--- src/rtl/sevenseg_pkg.sv ---
// Segment patterns and nibble decode for the seven-segment scan driver.
// Bit order is {a,b,c,d,e,f,g}; patterns are active-high (1 = lit).
package sevenseg_pkg;

  localparam int SEG_A = 6;
  localparam int SEG_B = 5;
  localparam int SEG_C = 4;
  localparam int SEG_D = 3;
  localparam int SEG_E = 2;
  localparam int SEG_F = 1;
  localparam int SEG_G = 0;

  localparam logic [6:0] SEG_OFF = 7'h00;
  localparam logic [6:0] SEG_0   = 7'h7E;
  localparam logic [6:0] SEG_1   = 7'h30;
  localparam logic [6:0] SEG_2   = 7'h6D;
  localparam logic [6:0] SEG_3   = 7'h79;
  localparam logic [6:0] SEG_4   = 7'h33;
  localparam logic [6:0] SEG_5   = 7'h5B;
  localparam logic [6:0] SEG_6   = 7'h5F;
  localparam logic [6:0] SEG_7   = 7'h70;
  localparam logic [6:0] SEG_8   = 7'h7F;
  localparam logic [6:0] SEG_9   = 7'h7B;
  localparam logic [6:0] SEG_A_H = 7'h77;
  localparam logic [6:0] SEG_B_H = 7'h1F;
  localparam logic [6:0] SEG_C_H = 7'h4E;
  localparam logic [6:0] SEG_D_H = 7'h3D;
  localparam logic [6:0] SEG_E_H = 7'h4F;
  localparam logic [6:0] SEG_F_H = 7'h47;

  function automatic logic [6:0] seg_pattern(
    input logic [3:0] nib
  );
    logic [6:0] p;
    p = SEG_OFF;
    unique case (nib)
      4'h0: p = SEG_0;
      4'h1: p = SEG_1;
      4'h2: p = SEG_2;
      4'h3: p = SEG_3;
      4'h4: p = SEG_4;
      4'h5: p = SEG_5;
      4'h6: p = SEG_6;
      4'h7: p = SEG_7;
      4'h8: p = SEG_8;
      4'h9: p = SEG_9;
      4'hA: p = SEG_A_H;
      4'hB: p = SEG_B_H;
      4'hC: p = SEG_C_H;
      4'hD: p = SEG_D_H;
      4'hE: p = SEG_E_H;
      4'hF: p = SEG_F_H;
    endcase
    return p;
  endfunction

endpackage

--- src/rtl/sevenseg_scan_mux_if.sv ---
// Display data and pin bundle of the seven-segment scan driver.
// master = display-data source, slave = scan driver.
interface sevenseg_scan_mux_if #(
  parameter int NUM_DIGITS = 4
);
  logic [4*NUM_DIGITS-1:0] digits_in;
  logic [NUM_DIGITS-1:0]   dp_in;
  logic [NUM_DIGITS-1:0]   blank_in;
  logic                    load;
  logic [NUM_DIGITS-1:0]   anode;
  logic [6:0]              cathode;
  logic                    dp_out;
  logic                    frame_done;

  modport master (
    output digits_in,
    output dp_in,
    output blank_in,
    output load,
    input  anode,
    input  cathode,
    input  dp_out,
    input  frame_done
  );

  modport slave (
    input  digits_in,
    input  dp_in,
    input  blank_in,
    input  load,
    output anode,
    output cathode,
    output dp_out,
    output frame_done
  );
endinterface

--- src/rtl/sevenseg_decoder.sv ---
// Combinational nibble to active-high {a..g} segment pattern.
// Pure lookup; polarity is handled by the caller.
module sevenseg_decoder
  import sevenseg_pkg::*;
(
  input  logic [3:0] nibble,
  output logic [6:0] pattern
);
  assign pattern = seg_pattern(nibble);
endmodule

--- src/rtl/sevenseg_scan_mux.sv ---
// N-digit seven-segment scan driver with frame-synchronous updates.
// Define SEVENSEG_LZ_BLANK_EN to enable leading-zero suppression.
module sevenseg_scan_mux
  import sevenseg_pkg::*;
#(
  parameter int NUM_DIGITS    = 4,
  parameter int DWELL_CYCLES  = 65536,
  parameter int GUARD_CYCLES  = 256,
  parameter bit ANODE_ACT_LOW = 1'b1,
  parameter bit SEG_ACT_LOW   = 1'b1
) (
  input  logic clock_in,
  input  logic reset_n,
  sevenseg_scan_mux_if.slave bus
);

  localparam int DW = 4 * NUM_DIGITS;
  localparam int PW =
    (DWELL_CYCLES > 1) ? $clog2(DWELL_CYCLES) : 1;
  localparam int IW =
    (NUM_DIGITS > 1) ? $clog2(NUM_DIGITS) : 1;

  localparam logic [PW-1:0] P_LAST =
    PW'(DWELL_CYCLES - 1);
  localparam logic [IW-1:0] I_LAST =
    IW'(NUM_DIGITS - 1);

  localparam logic [NUM_DIGITS-1:0] AN_OFF =
    {NUM_DIGITS{ANODE_ACT_LOW}};
  localparam logic [6:0] SEG_LVL =
    {7{SEG_ACT_LOW}};

  logic [PW-1:0] presc;
  logic [IW-1:0] idx;

  logic [DW-1:0]         pend_digits;
  logic [NUM_DIGITS-1:0] pend_dp;
  logic [NUM_DIGITS-1:0] pend_blank;
  logic                  pend_flag;

  logic [DW-1:0]         sh_digits;
  logic [NUM_DIGITS-1:0] sh_dp;
  logic [NUM_DIGITS-1:0] sh_blank;

  logic [NUM_DIGITS-1:0] anode_q;
  logic [6:0]            cathode_q;
  logic                  dp_q;

  logic                  slot_end;
  logic                  frame_end;
  logic [3:0]            cur_nib;
  logic [6:0]            pat;
  logic [NUM_DIGITS-1:0] lz;
  logic [NUM_DIGITS-1:0] sel;
  logic                  dark;
  logic                  guard;

  assign slot_end  = (presc == P_LAST);
  assign frame_end = slot_end && (idx == I_LAST);

  always_ff @(posedge clock_in) begin
    if (!reset_n) begin
      presc       <= '0;
      idx         <= '0;
      pend_digits <= '0;
      pend_dp     <= '0;
      pend_blank  <= '0;
      pend_flag   <= 1'b0;
      sh_digits   <= '0;
      sh_dp       <= '0;
      sh_blank    <= '0;
    end else begin
      presc <= slot_end ? '0 : presc + PW'(1);
      if (slot_end) begin
        idx <= (idx == I_LAST) ? '0 : idx + IW'(1);
      end
      // shadow only moves at the frame boundary
      if (frame_end) begin
        if (bus.load) begin
          sh_digits <= bus.digits_in;
          sh_dp     <= bus.dp_in;
          sh_blank  <= bus.blank_in;
        end else if (pend_flag) begin
          sh_digits <= pend_digits;
          sh_dp     <= pend_dp;
          sh_blank  <= pend_blank;
        end
        pend_flag <= 1'b0;
      end else if (bus.load) begin
        pend_digits <= bus.digits_in;
        pend_dp     <= bus.dp_in;
        pend_blank  <= bus.blank_in;
        pend_flag   <= 1'b1;
      end
    end
  end

`ifdef SEVENSEG_LZ_BLANK_EN
  logic seen;
  always_comb begin
    lz   = '0;
    seen = 1'b0;
    for (int k = NUM_DIGITS - 1; k > 0; k--) begin
      if (sh_digits[4*k +: 4] != 4'd0) begin
        seen = 1'b1;
      end
      lz[k] = !seen;
    end
  end
`else
  assign lz = '0;
`endif

  assign cur_nib = sh_digits[4*idx +: 4];

  sevenseg_decoder u_dec (
    .nibble  (cur_nib),
    .pattern (pat)
  );

  assign dark  = sh_blank[idx] | lz[idx];
  assign guard = int'(presc) < GUARD_CYCLES;
  assign sel   = NUM_DIGITS'(1) << idx;

  always_ff @(posedge clock_in) begin
    if (!reset_n) begin
      anode_q   <= AN_OFF;
      cathode_q <= SEG_LVL;
      dp_q      <= SEG_ACT_LOW;
    end else begin
      anode_q   <= ((dark || guard) ? '0 : sel)
                   ^ AN_OFF;
      cathode_q <= (dark ? SEG_OFF : pat) ^ SEG_LVL;
      dp_q      <= (sh_dp[idx] & !dark)
                   ^ SEG_ACT_LOW;
    end
  end

  assign bus.anode      = anode_q;
  assign bus.cathode    = cathode_q;
  assign bus.dp_out     = dp_q;
  assign bus.frame_done = frame_end;

endmodule

--- src/flat_wrapper.sv ---
// flat-port wrapper written by rule: the top's interface ports become plain ports
module sevenseg_scan_mux_flat import sevenseg_pkg::*;
#(
  parameter int NUM_DIGITS    = 4,
  parameter int DWELL_CYCLES  = 65536,
  parameter int GUARD_CYCLES  = 256,
  parameter bit ANODE_ACT_LOW = 1'b1,
  parameter bit SEG_ACT_LOW   = 1'b1
)
  (clock_in, reset_n, bus_digits_in, bus_dp_in, bus_blank_in, bus_load, bus_anode, bus_cathode, bus_dp_out, bus_frame_done);
  sevenseg_scan_mux_if #(.NUM_DIGITS(NUM_DIGITS)) bus_i ();
  input  logic clock_in;
  input  logic reset_n;
  input wire logic [$bits(bus_i.digits_in)-1:0] bus_digits_in;
  input wire logic [$bits(bus_i.dp_in)-1:0] bus_dp_in;
  input wire logic [$bits(bus_i.blank_in)-1:0] bus_blank_in;
  input wire logic [$bits(bus_i.load)-1:0] bus_load;
  output wire logic [$bits(bus_i.anode)-1:0] bus_anode;
  output wire logic [$bits(bus_i.cathode)-1:0] bus_cathode;
  output wire logic [$bits(bus_i.dp_out)-1:0] bus_dp_out;
  output wire logic [$bits(bus_i.frame_done)-1:0] bus_frame_done;
  assign bus_i.digits_in = bus_digits_in;
  assign bus_i.dp_in = bus_dp_in;
  assign bus_i.blank_in = bus_blank_in;
  assign bus_i.load = bus_load;
  assign bus_anode = bus_i.anode;
  assign bus_cathode = bus_i.cathode;
  assign bus_dp_out = bus_i.dp_out;
  assign bus_frame_done = bus_i.frame_done;
  sevenseg_scan_mux #(.NUM_DIGITS(NUM_DIGITS), .DWELL_CYCLES(DWELL_CYCLES), .GUARD_CYCLES(GUARD_CYCLES), .ANODE_ACT_LOW(ANODE_ACT_LOW), .SEG_ACT_LOW(SEG_ACT_LOW)) u_core (.clock_in(clock_in), .reset_n(reset_n), .bus(bus_i));
endmodule
--- config.mk ---
export PLATFORM = sky130hd
export DESIGN_NAME = sevenseg_scan_mux_flat
export DESIGN_NICKNAME = d
export VERILOG_FILES = /design/src/rtl/sevenseg_pkg.sv /design/src/rtl/sevenseg_scan_mux_if.sv /design/src/rtl/sevenseg_decoder.sv /design/src/rtl/sevenseg_scan_mux.sv /design/src/flat_wrapper.sv
export SDC_FILE = /design/constraint.sdc
export NUM_CORES = 1
export LEC_CHECK = 0
export ABC_CLOCK_PERIOD_IN_PS = 6750
export CORE_MARGIN = 3
export CORE_UTILIZATION = 41
export DETAILED_ROUTE_END_ITERATION = 10
export HOLD_SLACK_MARGIN = 0.05
export PLACE_DENSITY = 0.59
export SLEW_MARGIN = 5
export SYNTH_ARGS = -nofsm -noshare
export SYNTH_HDL_FRONTEND = slang
export SYNTH_HIERARCHICAL = 1
export SYNTH_SLANG_ARGS = --single-unit
--- constraint.sdc ---
create_clock -name clock_in -period 6.75 [get_ports clock_in]
set_clock_uncertainty 0.15 [all_clocks]
set_input_delay 1.35 -clock clock_in [delete_from_list [all_inputs] [get_ports clock_in]]
set_output_delay 1.35 -clock clock_in [all_outputs]
set_load 0.03 [all_outputs]
# Word level (Yosys, flattened, before mapping)
# Memories as Yosys holds them, arrays and structs flattened.
# Cells that the tools add are included.
[op_classes]
n_addsub = 2
n_mul = 0
div_mod_pow = 0
magnitude_cmp = 2
eq_ne = 2
shift = 2
muxes = 15
n_bitwise = 7
reduce_logical = 8
[ops]
columns = ["cell", "n"]
rows = [
  ["16-bit two-way mux", 2],
  ["4-bit two-way mux", 5],
  ["16-bit by 1-bit adder with 16-bit output (second input constant)", 1],
  ["16-bit == test (second input constant)", 1],
  ["16-bit by 9-bit less-than comparator with 1-bit output (second input constant)", 1],
  ["16-bit by 5-bit indexed part select with 4-bit output", 1],
  ["7-bit two-way mux", 1],
  ["7-bit inverter", 1],
  ["1-bit binary-select mux with 2-bit select", 3],
  ["4-bit inverter", 1],
  ["2-bit AND reduction", 2],
  ["2-bit OR reduction", 2],
  ["1-bit by 2-bit left shift with 4-bit output (first input constant)", 1],
  ["2-bit by 3-bit less-than comparator with 1-bit output (second input constant)", 1],
  ["1-bit two-way mux", 3],
  ["1-bit inverter", 3],
  ["2-bit by 1-bit adder with 2-bit output (second input constant)", 1],
  ["2-bit == test (second input constant)", 1],
  ["2-bit two-way mux", 1],
  ["2-bit nonzero test", 1],
  ["1-bit AND", 1],
  ["1-bit logical AND", 1],
  ["1-bit zero test", 1],
  ["1-bit logical OR", 1],
  ["1-bit OR", 1],
]
[word_totals]
reg_bits = 79
latch_bits = 0
ram_bits = 0
rom_bits = 112
input_bits = 27
output_inout_bits = 13
n_memories = 1
[mem_list]
columns = ["memory", "depth", "word_bits", "rd", "rd_clocked_by_memory_dff", "write_ports", "line_no", "rtl"]
rows = [
  ["(name not given)", 16, 7, 1, 0, 0, "sevenseg_pkg.sv:36", "unique case (nib)"],
]

# Depth between registers and ports, before layout
[depth]
word_depth = 6
depth_mapped = 7
ltp_nobuf = 6

# Modules after synthesis
# The synthesis kept the hierarchy.
[by_module_without_submodules]
columns = ["mod", "instances", "cells_per_inst", "area_each_um2", "seq_area_each_um2"]
rows = [
  ["sevenseg_scan_mux", 1, 379, 3462.1, 1581.5],
  ["sevenseg_decoder", 1, 33, 290.3, 0.0],
]

# Least setup slack after synthesis
# Ideal clock, no wire load.
[synth_timing]
kind = "register to output"
from = "register u_core.presc[0]"
to = "output bus_frame_done"
arrival_time_ns = 1.476
required_ns = 5.250
setup_slack_ns = 3.774
path_stages_with_launch = 5
path_buffers = 1
path_cell_list = "dfxtp_1 ha_1 nand4_4 nor4_4 buf_2"
[synth_via]
elab_chain_cells = 2
[synth_lines]
columns = ["item", "line_no", "rtl"]
rows = [
  ["start, declared", "sevenseg_scan_mux.sv:33", "logic [PW-1:0] presc;"],
  ["start signal, assigned", "sevenseg_scan_mux.sv:73", "presc <= slot_end ? '0 : presc + PW'(1);"],
  ["16-bit == test", "sevenseg_scan_mux.sv:58", "assign slot_end = (presc == P_LAST);"],
  ["1-bit logical AND", "sevenseg_scan_mux.sv:59", "assign frame_end = slot_end && (idx == I_LAST);"],
  ["end, declared", "flat_wrapper.sv:21", "output wire logic [$bits(bus_i.frame_done)-1:0] bus_frame_done;"],
]
# Every way passes these cells.

# Final worst setup path
[layout_timing]
from = "register u_core.idx[0]"
to = "output bus_frame_done"
[layout_via]
elab_chain_cells = 2
[layout_lines]
columns = ["item", "line_no", "rtl"]
rows = [
  ["start, declared", "sevenseg_scan_mux.sv:34", "logic [IW-1:0] idx;"],
  ["start signal, assigned", "sevenseg_scan_mux.sv:75", "idx <= (idx == I_LAST) ? '0 : idx + IW'(1);"],
  ["2-bit == test", "sevenseg_scan_mux.sv:59", ""],
  ["1-bit logical AND", "sevenseg_scan_mux.sv:59", ""],
]
# Every way passes these cells.

==> out/metrics.yaml <==
global_routing:
  grt_max_degree: 106
  grt.total_usage_pct: 15.1
  grt.overflow.total: 0
  grt_pass1_vias: 2524
  antenna_found_initial: 0
  grt_pass1_wl_um: 12400
layout:
  final_nets: 472
  diodes: 0
  final_cells: 546
  drive_gt1_share_pct: 13.9
  syn2layout_area_growth_pct: 17.5
clocking:
  cts_setup_buffers: 0
  cts_tree: "built"
  holdBufCountCts: 0
  cts_buffers: 9
  numClockSinks: 79
  clkTransAtPathRegs_ps: 80
  cts.root.buffer_cell: "clkbuf_8"
  htree_levels: 3
  clockBufferDepth: 2
  clock_latency_ps: 350
  ctsResizeCount: 0
job:
  cap_violations: 0
synthesis:
  synth.distinct_cells: 41
  synth_edf_count: 0
  yosys.area.top_type: "dfxtp_1"
  synth.area.top_cells: "dfxtp_1 42%, mux2_2 7.8%, nand2_1 6.5%, nand4_1 4.7%, ha_1 4.0%"
  ys_ff_latch: 79
  yosysWarnings: 6
  synth_area_um2: 3750
  yosysTopAreaCellShare_pct: 42.1
  synth_commonest_cells: "79 x dfxtp_1, 65 x nand2_1, 29 x nand3_1"
  syn_inst: 412
  syn-num-nets: 451
  yosysMostFrequentCell: "dfxtp_1"
  synth-seq-area-share_pct: 42.1
  synth-async-reset-ratio_pct: 0
  avgSynthCellArea_um2: 9.11
  synthFlopType: "dfxtp_1"
timing:
  rsz0062_at_grt: "false"
  timing.fmax_mhz: 234
  finalCriticalPeriod_ps: 4270
  setup_tns_ps: 0
  tightest_slew_ps: 945
  slew_viol_final: 0
  finalHoldViolCount: 0
  period_share_pct: 63.3
  setup_viol: 0
  max_slew_margin_pct: 37.0
setup_path:
  crit_type: "reg2out"
  reg2reg_slack_ps: 3840
  path_max_fanout: 27
  reg2reg_depth: 6
  r2r_start: "u_core/idx[0]"
  cp_data_arrival_time_ps: 2770
  required_ps: 5250
  worst_setup_path_start_kind: "flip-flop"
  r2r-end: "u_core/sh_digits[4]"
  critPathCaptureType: "primary output"
detailed_routing:
  routed_wirelength_um: 7270
  routedWlPerCell_um: 13.3
  vias: 2805
  vias_per_cell: 5.14
  drt_iter0_drc: 95
  first_pass_iters: 4
  drc: 0
  drtAntennaViolNets: 0
min_path:
  min_path_type: "reg2reg"
  holdCritStartpoint: "u_core/sh_blank[3]"
  min_path_cells: 2
  min_to: "u_core/sh_blank[3]"
power:
  p_leak_nw: 1.62
  power.share.clock_pct: 45.0
  p_int_mw: 0.796
  p_switching_mw: 0.217
  p_comb_share_pct: 7.2
  irDropWorstVdd_mv: 0.111
  swShare_pct: 21.4
  seq_power_share_pct: 47.8
  powerDensity_nw_per_um2: 230
floorplanning:
  start_util_pct: 42.6
  rows: 34
  dieArea_um2: 10300
  fp.coreArea_um2: 8810
  die_x_um: 102
  ios: 40
  die_h_um: 102
placed_design:
  dp_cells: 530
  dp_hpwl_um: 4810
  io_buffers: 39
  gp_congestion: 0.750
status:
  status: "finished clean"
## layout by cell type (no fill, tap or decap), drive strengths merged, types with 5 or more instances in the layout
master and instances:
buf 5, inv 11, nand2 65, xor2 6
dfxtp 79, mux2 27, xnor2 8, clkbuf 10
clkdlybuf4s50 38, o21ai 48, nor2 16, nand3 29
nand4 31, ha 12, mux4 7, nor4 8
and2 5
## sequential cells by signal (all words and copies together) (netlist names)
register	flops
u_core/pend_digits	16
u_core/presc	16
u_core/sh_digits	16
u_core/bus.cathode	7
u_core/bus.anode	4
u_core/pend_blank	4
u_core/pend_dp	4
u_core/sh_blank	4
u_core/sh_dp	4
u_core/idx	2
u_core/bus.dp_out	1
u_core/pend_flag	1
## layout make-up
| cell class | count | area [um2] |
|---|---|---|
| clock buffers | 10 | 128 |
| clock inverters | 6 | 133 |
| fillers | 875 | 4400 |
| well taps | 108 | 135 |
| flip-flops and latches | 79 | 1580 |
| multi-input cells | 289 | 1980 |
| inverters | 11 | 41.3 |
| repair buffers | 43 | 415 |
## power groups by stage
stage | Sequential (mW) | Combinational [mW] | Clock [mW]
floorplan | 0.498 | 0.0431 | 0
finish | 0.484 | 0.0726 | 0.456
detailed placement | 0.495 | 0.0729 | 0
CTS | 0.484 | 0.0734 | 0.469
global route | 0.486 | 0.0803 | 0.491
global placement | 0.494 | 0.0723 | 0
## worst max path at each step
stage	start	endpoint	slack, ps	cells after the start
after CTS	u_core/idx[1]	bus_frame_done	2440	5
after floorplan	u_core/presc[0]	bus_frame_done	3770	4
after global placement	u_core/idx[1]	bus_frame_done	2930	5
final	u_core/idx[0]	bus_frame_done	2480	5
after global routing	u_core/idx[1]	bus_frame_done	2250	5
after detailed placement	u_core/idx[0]	bus_frame_done	2850	5
## per-stage QoR
stage	utilization (%)	power (mW)	area (um2)	hold WS (ps)	worst slack, ps
6_report	50.1	1.01	4410	305	2480
5_1_grt	50.1	1.06	4410	315	2250
4_1_cts	50.1	1.03	4410	304	2440
3_5_place_dp	47.1	0.568	4150	292	2850
3_3_place_gp	47.1	0.567	4150	289	2930
2_1_floorplan	-	0.541	3750	275	3770
## critical path, cell delays in order, from the launching register on
cell and delay, ps:
dfxtp_1 650, ha_1 300, nand4_1 250, nor4_4 200, buf_4 300, clkdlybuf4s50_1 740
## layer usage
layer | share of wire (%) | vias up | track usage, %
met5 | 0 | - | 0
met4 | 0.96 | 0 | 3.99
met3 | 5.4 | 7 | 5.10
met2 | 40 | 71 | 21.0
met1 | 53 | 1249 | 22.2
li1 | - | 1478 | -
## cell families (layout without fill, tap and decap cells)
family | Yosys count | in the layout | synth area share [%]
and+or+nand+nor | 169 | 169 | 23.3
xor gates and xnor gates | 14 | 14 | 3.27
adders and majority gates | 12 | 12 | 4.00
buffers and inverters | 44 | 70 | 5.50
DFF | 79 | 79 | 42.1
AOI/OAI and AO/OA | 56 | 56 | 8.17
muxes | 38 | 38 | 13.6
(Power assumes the default switching activity.)
